===== config.mk =====
export PLATFORM = sky130hd
export DESIGN_NAME = kf_host_ctrl
export DESIGN_NICKNAME = d
export VERILOG_FILES = /design/src/rtl/kf_host_ctrl.sv
export SDC_FILE = /design/constraint.sdc
export NUM_CORES = 1
export LEC_CHECK = 0
export BUFFER_PORTS_ARGS = -buffer_cell sky130_fd_sc_hd__buf_2
export CAP_MARGIN = 20
export CORE_ASPECT_RATIO = 1.2
export CORE_MARGIN = 10
export CORE_UTILIZATION = 45
export DETAILED_ROUTE_END_ITERATION = 10
export PLACE_DENSITY_LB_ADDON = 0.08
export SLEW_MARGIN = 20
export SYNTH_ARGS = -nofsm -noshare
export SYNTH_HDL_FRONTEND = slang
export SYNTH_SLANG_ARGS = --single-unit

===== constraint.sdc =====
create_clock -name clk -period 7.4 [get_ports clk]
set_input_delay 0.74 -clock clk [delete_from_list [all_inputs] [get_ports clk]]
set_output_delay 0.74 -clock clk [all_outputs]
set_load 0.005 [all_outputs]

===== src/rtl/kf_host_ctrl.sv =====
// -----------------------------------------------------------------------------
// kf_host_ctrl
//
// Host-side driver for the Kalman filter core. It takes one command at a time
// from a valid/ready stream and runs it against the core:
//   op 00 : ROM write    (rom_we pulse, rom_waddr = cmd_addr, rom_wdata = cmd_data[15:0])
//   op 01 : data write   (WRITE pulse, DIR = cmd_addr[ADDRW-1:0], DATA_IN = cmd_data)
//   op 10 : run          (START pulse, wait for READY low then high, report DATA_OUT
//                         and the cycle count)
//   op 11 : read         (report DATA_OUT sampled in the accept cycle)
// Every command produces exactly one response on the rsp_* stream.
//
// Optional feature (compile-time macro KF_HOST_TIMEOUT_EN):
//   defined   - a run that keeps READY low until the cycle counter reaches
//               TMO_CYC is abandoned with rsp_err=1, rsp_data=0 and
//               rsp_cycles=TMO_CYC. The core itself is left alone.
//   undefined - a run waits for READY indefinitely and rsp_err is tied to 0.
//
// Parameters:
//   W       data width of the core datapath
//   ADDRW   data-bank address width (DIR)
//   CNTW    run-cycle counter width
//   ARM_CYC cycles to wait for READY to fall after START
//   TMO_CYC run watchdog limit (used only with KF_HOST_TIMEOUT_EN)
//
// Ports:
//   clk, rst                  clock, asynchronous active-high reset
//   cmd_valid/cmd_ready       command handshake
//   cmd_op/cmd_addr/cmd_data  command fields
//   rsp_valid/rsp_ready       response handshake
//   rsp_data/rsp_cycles/rsp_err  response fields
//   rom_we/rom_waddr/rom_wdata   core ROM write port
//   DATA_IN/DIR/WRITE         core data-bank write port
//   START/READY/DATA_OUT      core run control and result
//
// Run cycle count: the count equals the number of cycles since the accept
// edge, so the START cycle counts as 1 and the cycle in which READY returns
// high is the value reported. A zero-length program (READY never falls)
// reports the count of the cycle in which it is given up, ARM_CYC + 1.
// -----------------------------------------------------------------------------
module kf_host_ctrl #(
    parameter int W       = 24,
    parameter int ADDRW   = 5,
    parameter int CNTW    = 16,
    parameter int ARM_CYC = 4,
    parameter int TMO_CYC = 4095
) (
    input  logic             clk,
    input  logic             rst,
    // command stream
    input  logic             cmd_valid,
    output logic             cmd_ready,
    input  logic [1:0]       cmd_op,
    input  logic [7:0]       cmd_addr,
    input  logic [W-1:0]     cmd_data,
    // response stream
    output logic             rsp_valid,
    input  logic             rsp_ready,
    output logic [W-1:0]     rsp_data,
    output logic [CNTW-1:0]  rsp_cycles,
    output logic             rsp_err,
    // core ROM write port
    output logic             rom_we,
    output logic [7:0]       rom_waddr,
    output logic [15:0]      rom_wdata,
    // core data bank and run control
    output logic [W-1:0]     DATA_IN,
    output logic [ADDRW-1:0] DIR,
    output logic             WRITE,
    output logic             START,
    input  logic             READY,
    input  logic [W-1:0]     DATA_OUT
);

    // Parameter sanity: the ROM word is taken from cmd_data[15:0], and both
    // cycle limits must be representable in the counter.
    if (W < 16) begin : g_bad_w
        $error("kf_host_ctrl: W must be at least 16");
    end
    if (ADDRW < 1 || ADDRW > 8) begin : g_bad_addrw
        $error("kf_host_ctrl: ADDRW must be 1..8");
    end
    if (ARM_CYC < 1 || ARM_CYC + 1 >= 2**CNTW) begin : g_bad_arm
        $error("kf_host_ctrl: ARM_CYC out of range for CNTW");
    end
    if (TMO_CYC < 1 || TMO_CYC >= 2**CNTW) begin : g_bad_tmo
        $error("kf_host_ctrl: TMO_CYC out of range for CNTW");
    end

    typedef enum logic [2:0] {
        S_IDLE,
        S_ROMW,
        S_DATW,
        S_STRT,
        S_ARM,
        S_RUN,
        S_RESP
    } state_t;

    localparam logic [CNTW-1:0] CNT_MAX  = '1;
    localparam logic [CNTW-1:0] CNT_ONE  = CNTW'(1);
    localparam logic [CNTW-1:0] ARM_LAST = CNTW'(ARM_CYC + 1);
`ifdef KF_HOST_TIMEOUT_EN
    localparam logic [CNTW-1:0] TMO_LIM  = CNTW'(TMO_CYC);
`endif

    state_t            state_q;
    logic              en_q;          // IDLE and allowed to accept
    logic [CNTW-1:0]   cnt_q;
    logic [CNTW-1:0]   cnt_d;

    logic              rsp_valid_q;
    logic [W-1:0]      rsp_data_q;
    logic [CNTW-1:0]   rsp_cycles_q;
`ifdef KF_HOST_TIMEOUT_EN
    logic              rsp_err_q;
`endif

    logic              rom_we_q;
    logic [7:0]        rom_waddr_q;
    logic [15:0]       rom_wdata_q;
    logic [W-1:0]      data_in_q;
    logic [ADDRW-1:0]  dir_q;
    logic              write_q;
    logic              start_q;

    logic              accept;

    // en_q is a register so cmd_ready is 0 throughout reset even though the
    // core may already be signalling READY; it also keeps accept out of the
    // response handshake cycle.
    assign cmd_ready = en_q & READY;
    assign accept    = cmd_valid & cmd_ready;

    // Saturating increment: a stuck core must not wrap the count back to a
    // small, plausible-looking run length.
    always_comb begin
        cnt_d = cnt_q;
        if (cnt_q != CNT_MAX) begin
            cnt_d = cnt_q + CNT_ONE;
        end
    end

    always_ff @(posedge clk or posedge rst) begin
        if (rst) begin
            state_q      <= S_IDLE;
            en_q         <= 1'b0;
            cnt_q        <= '0;
            rsp_valid_q  <= 1'b0;
            rsp_data_q   <= '0;
            rsp_cycles_q <= '0;
`ifdef KF_HOST_TIMEOUT_EN
            rsp_err_q    <= 1'b0;
`endif
            rom_we_q     <= 1'b0;
            rom_waddr_q  <= '0;
            rom_wdata_q  <= '0;
            data_in_q    <= '0;
            dir_q        <= '0;
            write_q      <= 1'b0;
            start_q      <= 1'b0;
        end else begin
            // Strobes are single-cycle; they are set only on entry to their state.
            rom_we_q <= 1'b0;
            write_q  <= 1'b0;
            start_q  <= 1'b0;

            case (state_q)
                S_IDLE: begin
                    en_q <= ~accept;
                    if (accept) begin
                        case (cmd_op)
                            2'b00: begin
                                rom_waddr_q <= cmd_addr;
                                rom_wdata_q <= cmd_data[15:0];
                                rom_we_q    <= 1'b1;
                                state_q     <= S_ROMW;
                            end
                            2'b01: begin
                                dir_q     <= cmd_addr[ADDRW-1:0];
                                data_in_q <= cmd_data;
                                write_q   <= 1'b1;
                                state_q   <= S_DATW;
                            end
                            2'b10: begin
                                start_q <= 1'b1;
                                cnt_q   <= CNT_ONE;
                                state_q <= S_STRT;
                            end
                            default: begin
                                rsp_data_q  <= DATA_OUT;
                                rsp_valid_q <= 1'b1;
                                state_q     <= S_RESP;
                            end
                        endcase
                    end
                end

                S_ROMW, S_DATW: begin
                    rsp_valid_q <= 1'b1;
                    state_q     <= S_RESP;
                end

                S_STRT: begin
                    cnt_q   <= cnt_d;
                    state_q <= S_ARM;
                end

                // READY must fall within ARM_CYC cycles of START; if it never
                // does, the program is taken to have finished immediately.
                S_ARM: begin
                    if (!READY) begin
                        cnt_q   <= cnt_d;
                        state_q <= S_RUN;
                    end else if (cnt_q >= ARM_LAST) begin
                        rsp_data_q   <= DATA_OUT;
                        rsp_cycles_q <= cnt_q;
                        rsp_valid_q  <= 1'b1;
                        state_q      <= S_RESP;
                    end else begin
                        cnt_q <= cnt_d;
                    end
                end

                S_RUN: begin
                    if (READY) begin
                        rsp_data_q   <= DATA_OUT;
                        rsp_cycles_q <= cnt_q;
                        rsp_valid_q  <= 1'b1;
                        state_q      <= S_RESP;
`ifdef KF_HOST_TIMEOUT_EN
                    end else if (cnt_q >= TMO_LIM) begin
                        rsp_err_q    <= 1'b1;
                        rsp_data_q   <= '0;
                        rsp_cycles_q <= TMO_LIM;
                        rsp_valid_q  <= 1'b1;
                        state_q      <= S_RESP;
`endif
                    end else begin
                        cnt_q <= cnt_d;
                    end
                end

                // Fields are cleared on the way out so they read 0 whenever
                // no response is pending.
                S_RESP: begin
                    if (rsp_ready) begin
                        rsp_valid_q  <= 1'b0;
                        rsp_data_q   <= '0;
                        rsp_cycles_q <= '0;
`ifdef KF_HOST_TIMEOUT_EN
                        rsp_err_q    <= 1'b0;
`endif
                        en_q         <= 1'b1;
                        state_q      <= S_IDLE;
                    end
                end

                default: begin
                    en_q    <= 1'b0;
                    state_q <= S_IDLE;
                end
            endcase
        end
    end

    assign rsp_valid  = rsp_valid_q;
    assign rsp_data   = rsp_data_q;
    assign rsp_cycles = rsp_cycles_q;
`ifdef KF_HOST_TIMEOUT_EN
    assign rsp_err    = rsp_err_q;
`else
    assign rsp_err    = 1'b0;
`endif

    assign rom_we    = rom_we_q;
    assign rom_waddr = rom_waddr_q;
    assign rom_wdata = rom_wdata_q;
    assign DATA_IN   = data_in_q;
    assign DIR       = dir_q;
    assign WRITE     = write_q;
    assign START     = start_q;

endmodule


==> flow_summary.yaml <==
route:
  num_vias: 4119
  drc: 0
  ant_nets: 0
  via_per_inst: 5.188
  dr.pass1.iters: 5
  wl_mm: 13.75
  wire_per_inst_um: 17.32
  drt_iter0_drc: 243
min_path:
  hp-class: "input port to async pin"
global_route:
  grt_pass1_wl_mm: 22.49
  met1_usage: 0.1842
  overflow: 0
  use_met3: 0.06273
  antenna_found_initial: 1
  met2_usage: 0.2849
  grt_max_degree: 75
  grt_usage: 0.1669
  grt_pass1_vias: 4326
  grt.busiest_layer: "met2"
pwr:
  power.density_mw_per_mm2: 405.3
  vdd.ir_drop.worst_v: 0.0002064
  p_leak_nw: 3.505
floorplanning:
  fp-row-count: 43
  coreArea_mm2: 0.01157
  start_util: 0.4583
  dieArea_mm2: 0.01654
  dieHeight_um: 138.9
  ios: 162
  fp.dieW_um: 119.1
synthesis:
  synth-adder-area-share: 0.007080
  synth-seq-cells: 117
  synthTopCellsByArea: "dfrtp_1, mux2_2, nand2_1"
  synth-xor-area-share: 0
  synth_mux_area_frac: 0.1579
  synth_warnings: 0
  synth-edff-count: 0
  synth_most_common_cell: "dfrtp_1"
  ys.flop_type: "dfrtp_1"
  postSynthAreaPerCell_um2: 11.21
  synthArstFlopShare: 1.000
  synthCells: 473
  synth_top_area_frac: 0.5523
  yosysSeqAreaShare: 0.5523
  synth_cell_types: 55
  synth_compound_gate_area_share: 0.1036
  syn-num-nets: 539
  synth_top_area_cell: "dfrtp_1"
  synth_top_family_by_area: "multiplexers"
  post_synth_instance_area_mm2: 0.005301
  synth-simple-area-share: 0.1227
  synthTopCellsByCount: "dfrtp_1, nand2_1, mux2_2"
layout:
  area_delta_synth_final_pct: 28.23
  layout-drive-gt1-share: 0.4144
  nets: 690
  fillers: 1019
  num_antenna_cells: 0
  stdcell_count: 794
placement:
  dp_cells: 762
  io_buffers: 160
  dpl.hpwl_mm: 10.02
  place_congestion: 0.8678
clocking:
  clockBufferDepth: 2
  cts_made_buffers: 17
  tritoncts: "yes"
  ctsHoldBuffers: 0
  cts_root_buf: "clkbuf_16"
  cts_max_level: 4
  insertion_delay_ns: 0.40
  cts_sinks: 117
  path_clk_slew_ns: 0.05
  cts_resized: 0
  post_cts_buffers: 0
critical_path:
  rr_endpoint: "cnt_q[5]$_DFFE_PP0P_"
  r2r_start: "cnt_q[1]$_DFFE_PP0P_"
  critPathMaxFanout: 25
  reg2reg_depth: 7
  setup.worst_path.start_class: "flop"
  required_ns: 7.70
  crit_path_end_kind: "flop"
  r2r_setup_slack_ns: 4.54
  crit_type: "flop to flop"
  cp_data_arrival_time_ns: 3.16
run_status:
  status: "finished, final reports clean"
job:
  maxCapViolCount: 0
sta:
  finalSetupViolCount: 0
  post-route-period-util: 0.3862
  period_minus_slack_ns: 2.858
  tightest_slew_ns: 1.009
  relSlewSlack: 0.3254
  timing.fmax_ghz: 0.3499
  fin_setup_tns_ns: 0
  maxSlewViolCount: 0
  skew_ns: 0.006485
  rsz0062_at_grt: "false"
  hold_viol: 0
-- worst max-delay path by stage --
stage	slack, ns	end	start
after global placement	4.56	rom_wdata[11]$_DFFE_PP0P_	READY
after global routing	4.36	cnt_q[5]$_DFFE_PP0P_	cnt_q[1]$_DFFE_PP0P_
final	4.54	cnt_q[5]$_DFFE_PP0P_	cnt_q[1]$_DFFE_PP0P_
after CTS	4.55	cnt_q[5]$_DFFE_PP0P_	cnt_q[1]$_DFFE_PP0P_
after detailed placement	4.56	cnt_q[5]$_DFFE_PP0P_	READY
after floorplan	3.56	DATA_IN[0]$_DFFE_PP0P_	rst
-- cell usage in the layout (no fill, tap or decap), drive strengths merged, types with 7 or more instances in the layout --
cell type  count
a21oi         12
buf          164
mux2i         24
inv           38
nand3          8
clkbuf        20
dfrtp        117
o21ai         25
nand2         73
a31oi          8
or4            7
mux2          53
o31ai         18
-- logic make-up after synthesis --
family | count (synthesis)
AO/OA/AOI/OAI | 80
buffers and inverters | 66
flip-flops | 117
AND/OR/NAND/NOR | 129
adder cells (fa/ha/maj) | 3
multiplexers | 77
other | 1
-- layer usage --
metal  routed length [µm]  vias to the layer above  part of all wire
li1                     -                     1948                 -
met1                 5358                     2022              0.39
met2                 7154                      132              0.52
met3                 1050                       15             0.076
met4                  183                        2             0.013
met5                    7                        -           0.00051
-- stage by stage --
step           total power, mW  hold slack [ns]  setup slack (ns)  instance area, µm²    util
3_3_place_gp             1.927           0.4832             4.563                6173  0.5337
2_1_floorplan            1.597           0.4949             3.559                5301       -
6_report                 2.755           0.3816             4.542                6798  0.5877
3_5_place_dp             1.964           0.4901             4.556                6197  0.5357
5_1_grt                  2.951           0.4227             4.362                6798  0.5877
4_1_cts                  2.796           0.3995             4.547                6798  0.5877
-- where the power goes --
group	internal, mW	switching, mW
registers	0.873	0.186
logic	0.420	0.457
clock network	0.519	0.300
total	1.81	0.943
-- worst max-delay path, stage by stage (launching register included) --
cell and delay [ns]:
dfrtp_1 0.44, inv_1 0.09, ha_1 0.18, nand2b_4 0.14, a2111oi_4 0.48, o221ai_2 0.47
or3_1 0.64, o41ai_2 0.31
-- layout make-up --
cell class                 count  area, µm²  share of cell area
sequential                   117       2928              0.4307
tap                          157      196.4             0.02890
inverter                      34      130.1             0.01914
timing repair buffer         164      838.3              0.1233
clock inverter                12      143.9             0.02117
clock buffer                  20      456.7             0.06718
multi-input combinational    290       2105              0.3096
-- flip-flops by register name (all words and copies together) (netlist names) --
name / flops
rom_waddr: 8
en_q: 1
DIR: 5
rom_wdata: 16
rom_we: 1
state_q: 3
START: 1
rsp_cycles: 16
cnt_q: 16
rsp_data: 24
DATA_IN: 24
rsp_valid: 1
WRITE: 1
Note: power is estimated with default switching activity, not from simulation.
